**src/rtl/mem_arbiter_2p.sv**
```systemverilog
// Round-robin arbiter sharing one synchronous-write/combinational-read memory between
// an instruction-fetch port (0) and a data port (1), with a bounded ownership lock.
module mem_arbiter_2p #(
    parameter int unsigned DATA_W   = 8,
    parameter int unsigned ADDR_W   = 8,
    parameter int unsigned LOCK_MAX = 4
) (
    input  logic              clk,
    input  logic              rst,
    input  logic              req0,
    input  logic              req1,
    input  logic              we0,
    input  logic              we1,
    input  logic              lock0,
    input  logic              lock1,
    input  logic [ADDR_W-1:0] addr0,
    input  logic [ADDR_W-1:0] addr1,
    input  logic [DATA_W-1:0] wdata0,
    input  logic [DATA_W-1:0] wdata1,
    output logic              ack0,
    output logic              ack1,
    output logic [DATA_W-1:0] rdata0,
    output logic [DATA_W-1:0] rdata1,
    output logic              busy,
    output logic              mem_we,
    output logic [ADDR_W-1:0] mem_addr,
    output logic [DATA_W-1:0] mem_d_i,
    input  logic [DATA_W-1:0] mem_d_o
);

    localparam int unsigned CntW = (LOCK_MAX > 1) ? $clog2(LOCK_MAX + 1) : 1;
    localparam logic [CntW-1:0] CntLast = CntW'(LOCK_MAX - 1);

    typedef enum logic {StIdle, StServe} state_e;

    state_e            state_q;
    logic              owner_q;
    logic              prio_q;
    logic [CntW-1:0]   lock_cnt_q;
    logic [DATA_W-1:0] rdata0_q;
    logic [DATA_W-1:0] rdata1_q;

    logic              serve;
    logic              own_req;
    logic              own_we;
    logic              own_lock;
    logic [ADDR_W-1:0] own_addr;
    logic [DATA_W-1:0] own_wdata;

    // Winner on a tie is the favoured port; otherwise whichever port requests.
    function automatic logic pick(input logic p, input logic r0, input logic r1);
        return (r0 && r1) ? p : r1;
    endfunction

    always_comb begin
        serve     = (state_q == StServe);
        own_req   = owner_q ? req1   : req0;
        own_we    = owner_q ? we1    : we0;
        own_lock  = owner_q ? lock1  : lock0;
        own_addr  = owner_q ? addr1  : addr0;
        own_wdata = owner_q ? wdata1 : wdata0;
    end

    // A granted cycle with the owner's request already withdrawn is not a transaction.
    assign ack0     = serve && !owner_q && req0;
    assign ack1     = serve && owner_q && req1;
    assign busy     = serve;
    assign mem_we   = serve && own_req && own_we;
    assign mem_addr = serve ? own_addr : '0;
    assign mem_d_i  = serve ? own_wdata : '0;
    assign rdata0   = rdata0_q;
    assign rdata1   = rdata1_q;

    always_ff @(posedge clk) begin
        if (rst) begin
            state_q    <= StIdle;
            owner_q    <= 1'b0;
            prio_q     <= 1'b0;
            lock_cnt_q <= '0;
            rdata0_q   <= '0;
            rdata1_q   <= '0;
        end else begin
            unique case (state_q)
                StIdle: begin
                    if (req0 || req1) begin
                        state_q    <= StServe;
                        owner_q    <= pick(prio_q, req0, req1);
                        lock_cnt_q <= '0;
                    end
                end
                StServe: begin
                    if (own_req && !own_we) begin
                        if (owner_q) rdata1_q <= mem_d_o;
                        else         rdata0_q <= mem_d_o;
                    end
                    if (own_req && own_lock && (lock_cnt_q < CntLast)) begin
                        lock_cnt_q <= lock_cnt_q + CntW'(1);
                    end else begin
                        prio_q     <= !owner_q;
                        lock_cnt_q <= '0;
                        if (req0 || req1) owner_q <= pick(!owner_q, req0, req1);
                        else              state_q <= StIdle;
                    end
                end
                default: state_q <= StIdle;
            endcase
        end
    end

endmodule

```
**config.mk**
```make
export PLATFORM = sky130hd
export DESIGN_NAME = mem_arbiter_2p
export DESIGN_NICKNAME = d
export VERILOG_FILES = /design/src/rtl/mem_arbiter_2p.sv
export SDC_FILE = /design/constraint.sdc
export NUM_CORES = 1
export LEC_CHECK = 0
export BUFFER_PORTS_ARGS = -buffer_cell sky130_fd_sc_hd__buf_4
export CORE_ASPECT_RATIO = 1.25
export CORE_UTILIZATION = 43
export CTS_CLUSTER_DIAMETER = 120
export DETAILED_ROUTE_END_ITERATION = 12
export PLACE_DENSITY = 0.83
export SYNTH_ARGS = -nofsm -noshare
export SYNTH_HDL_FRONTEND = slang
export SYNTH_SLANG_ARGS = --single-unit
```
**constraint.sdc**
```tcl
create_clock -name clk -period 3.9 [get_ports clk]
set_input_delay 0.585 -clock clk [delete_from_list [all_inputs] [get_ports clk]]
set_output_delay 0.585 -clock clk [all_outputs]
set_load 0.02 [all_outputs]
```
## After elaboration in Yosys (flattened, before gate mapping)

Index checks and enable logic that the tools add are counted.

- Output and inout bits: 36
- Register bits after elaboration: 22
- Input port bits: 48
- Logic and storage cells: 50

- Reduce and logical (&&, ||, !) cells: 17
- Equal/unequal tests: 3
- Mux-type cells: 19
- Order comparisons: 1
- Add/sub/neg operators: 1
- Bitwise logic cells: 3

Operators with widths:

| operator | number |
|---|---|
| two-way mux 8 bit | 4 |
| logical AND 1 bit | 10 |
| two-way mux 1 bit | 10 |
| AND reduction 3 bit | 3 |
| two-way mux 3 bit | 2 |
| case mux 3 bit (2 select lines) | 1 |
| != test 2 bit, second input constant | 2 |
| case mux 1 bit (2 select lines) | 2 |
| adder 3 x 1 -> 3 bit, second input constant | 1 |
| less-than comparator 3 x 2 -> 1 bit, second input constant | 1 |
| NOT 1 bit | 3 |
| zero test 1 bit | 2 |
| != test 2 x 1 -> 1 bit, second input constant | 1 |
| AND reduction 2 bit | 1 |
| logical OR 1 bit | 1 |

## Logic depth before layout (Yosys ltp)

- Depth after elaboration: 5
- Depth in mapped cells: 6
- Gate-level depth less buffers: 4

## Worst setup path before layout

OpenSTA, ideal clock, no wires.

- Path kind: flip-flop to output port
- Start: register state_q (netlist: busy)
- End: output port mem_addr[0]
- Arrival time: 1222 ps
- Required time: 3315 ps
- Setup slack: 2093 ps
- Path buffers: 2
- Cell stages (with the launch flop): 5
- Cell sequence: dfxtp_1 -> buf_2 -> inv_2 -> buf_1 -> nor2_1

- Cells in the longest elaborated chain, start to end: 1

RTL lines:

| what | RTL line | source |
|---|---|---|
| from (decl) | 36 | `state_e state_q;` |
| from (signal assigned) | 76 | `state_q <= StIdle;` |
| from (signal assigned) | 86 | `state_q <= StServe;` |
| from (signal assigned) | 102 | `else state_q <= StIdle;` |
| two-way mux 8 bit | 69 | `assign mem_addr = serve ? own_addr : '0;` |
| to (decl) | 26 | `output logic [ADDR_W-1:0] mem_addr,` |

Every way passes these cells.

## Worst setup path after layout

- Start: register owner_q
- End: output port mem_we

- Cells in the longest elaborated chain, start to end: 3
- Elaborated cells between the ends (all ways): 4
- Those cells by class: mux: 2; reduce/logical: 2

RTL lines:

| what | RTL line | source |
|---|---|---|
| from (decl) | 37 | `logic owner_q;` |
| from (signal assigned) | 87 | `owner_q <= pick(prio_q, req0, req1);` |
| from (signal assigned) | 101 | `if (req0 \|\| req1) owner_q <= pick(!owner_q, req0, req1);` |
| two-way mux 1 bit | 57 | `own_req = owner_q ? req1 : req0;` |
| logical AND 1 bit | 68 | `assign mem_we = serve && own_req && own_we;` |
| logical AND 1 bit (*) | 68 |  |
| to (decl) | 25 | `output logic mem_we,` |

Mark *: on every way between the ends. The rest lies on a longest branch, timed or not.

==> impl_metrics.yaml <==
min_path:
  hold_path_startpoint: "rdata1[1]"
  whs_path_depth: 2
  hold_class: "reg2reg"
  min_to: "rdata1[1]"
global_routing:
  grt_pass1_wl_um: 5023
  grt_usage_pct: 22.20
  grt_overflow_total: 0
  grt_pass1_vias: 1246
  grt_max_degree: 26
  antenna_found_initial: 0
synthesis:
  ys_seq_area_share_pct: 37.77
  syn-num-nets: 197
  synthCells: 148
  yosys_warnings: 0
  synth_area_per_cell_um2: 7.879
  ys_seq_elements: 22
  netlist_area_um2: 1166
  synth_cell_types: 27
timing:
  finalSetupViolCount: 0
  maxSlewViolCount: 0
  rsz0062_at_grt: "false"
  setup_ws_ns: 1.251
  fin_skew_ns: 0.001343
  finalCritPeriodShare_pct: 67.93
  worst_pin_slew_ns: 1.180
  final_hold_viol_count: 0
  fmax_ghz: 0.3775
  slew_headroom_pct: 21.24
  fin_crit_ns: 2.649
  fin_setup_tns_ns: 0
placed_design:
  pre_cts_ws_ns: 1.571
  place_inst: 254
  io_buffers: 83
  dpl.hpwl_um: 2686
  place_congestion: 0.7396
critical_path:
  ff2ff_path_depth: 4
  rrSetupSlack_ns: 1.65
  worst-setup-path-type: "reg2out"
  crit_chain: "mux2_4 -> nand2_1 -> nor2_1 -> buf_4"
  critPathArrivalTime_ns: 2.06
  reg2reg_to: "rdata1[4]"
  reg2reg_from: "owner_q"
  cp_max_fo: 25
  required_ns: 3.31
  critPathCaptureType: "output pin"
  critPathLaunchType: "flop"
  cpLargestDelayFamily: "flip-flops"
  critPathBufInv: 1
  cp_slowest_cell: "dfxtp_1"
  worst_path_largest_cell_delay_ns: 1.12
cells_and_area:
  antenna_cells: 0
  postLayoutCoreUtil_pct: 73.05
  area_growth_syn_to_layout_pct: 56.76
  ff_latch_area_um2: 440.4
  multi_input_area_um2: 663.1
  final_nets: 275
  layout-drive-gt1-share_pct: 41.33
  stdcell_count: 258
  nFillCells: 202
die:
  die_area_um2: 2926
  initial_utilization_pct: 46.60
  core_um2: 2502
  die_x_um: 48.58
  fp.dieH_um: 60.23
  placementRows: 20
  ioPinCount: 84
cts:
  numCtsBuffers: 3
  cts.sinks: 22
  cts.clk_slew.worst_paths_ns: 0.12
  clockBufferDepth: 2
  ctsHtreeMaxLevel: 1
  cts_repair_resize_count: 0
  clk-insertion-delay-late_ns: 0.30
  cts.hold.buffers_added: 0
  cts_setup_buffers: 0
  root_buffer: "clkbuf_4"
  tritoncts: "yes"
drt:
  wl_per_cell_um: 12.32
  drtAntennaViolNets: 0
  vias: 1270
  drtIter0Drc: 24
  routed_wl_um: 3179
  detail_route.vias_per_cell: 4.922
  first_pass_iters: 4
  route.detailed.drc: 0
run:
  cap_violations: 0
power_and_ir_drop:
  p_leak_nw: 0.8595
  p_per_area_nw_per_um2: 303.9
  irDropWorstVdd_mv: 0.2045
  total_power_mw: 0.5556
run_status:
  status: "complete, no violations"
[registers in the layout (all words and copies together) (netlist names)]
register / count
owner_q: 1
prio_q: 1
rdata0: 8
lock_cnt_q: 3
busy: 1
rdata1: 8
[through the flow]
step           area, µm²  hold WS, ns
6_report            1828       0.4638
4_1_cts             1828       0.4642
3_5_place_dp        1775       0.4474
5_1_grt             1828       0.4895
2_1_floorplan       1166       0.4505
3_3_place_gp        1775       0.4420
[worst max path at each step]
| stage | endpoint | from | cells after the start |
|---|---|---|---|
| 6_report | mem_we | owner_q | 4 |
| 5_1_grt | mem_we | owner_q | 4 |
| 4_1_cts | mem_we | owner_q | 4 |
| 3_5_place_dp | mem_we | owner_q | 4 |
| 3_3_place_gp | mem_we | owner_q | 4 |
| 2_1_floorplan | mem_addr[0] | busy | 4 |
[cell usage in the layout (no fill, tap or decap), drive strengths merged, types with 2 or more instances in the layout]
cell type	count
mux2i	19
nor3	3
nand2	34
inv	2
buf	83
a21oi	19
a22oi	2
clkbuf	3
nor2	25
dfxtp	22
[where the power goes]
part	switching [mW]	internal, mW
sequential	0.0137	0.231
combinational	0.0643	0.0778
clock	0.0652	0.104
[Yosys cell counts]
master | number | share of area, %
nand3_1 | 1 | 0.43
nand2b_1 | 1 | 0.54
clkbuf_1 | 4 | 1.3
a21bo_2 | 1 | 0.86
buf_2 | 2 | 0.86
dfxtp_1 | 22 | 38
inv_2 | 1 | 0.32
nand2_1 | 34 | 11
ha_1 | 1 | 1.1
mux2i_1 | 19 | 16
buf_1 | 1 | 0.32
a22oi_1 | 2 | 1.3
buf_6 | 1 | 0.97
o21ba_1 | 1 | 0.86
and3_1 | 1 | 0.54
nor2b_1 | 1 | 0.54
nor3_2 | 2 | 1.7
or3_1 | 1 | 0.54
a211oi_1 | 1 | 0.64
nor3_1 | 1 | 0.43
buf_4 | 2 | 1.3
nor4b_4 | 1 | 2.0
inv_1 | 1 | 0.32
a21oi_1 | 19 | 8.2
mux2_4 | 1 | 1.3
nor2_1 | 25 | 8.0
a21o_1 | 1 | 0.64
[cell type report]
class / count / share of cell area (%)
clock inverters: 1 / 1.643
well taps: 33 / 2.259
inverters: 2 / 0.4107
multi-input cells: 114 / 36.28
repair buffers: 83 / 34.09
clock buffers: 3 / 1.232
flip-flops and latches: 22 / 24.09
[routing by layer]
metal	up-vias	track usage, %	wire, µm	share of wire (%)
met5	-	0	0	0
met4	0	3.782	4	0.13
met3	2	4.326	268	8.4
met2	66	49.30	1732	54
met1	554	20.89	1175	37
li1	648	-	-	-
[logic make-up after synthesis]
logic type,synth area share (%)
compound gates,12.45
fa+ha+maj,1.073
buf+inv,5.363
flops,37.77
mux,17.60
simple gates,25.75
[tightest hold or removal path, delay by kind of cell, from the launching register on]
kind	cells	cell delay (ns)
flops	1	0.33
simple gates	1	0.05
compound gates	1	0.05
Note: power is estimated with default switching activity, not from simulation.
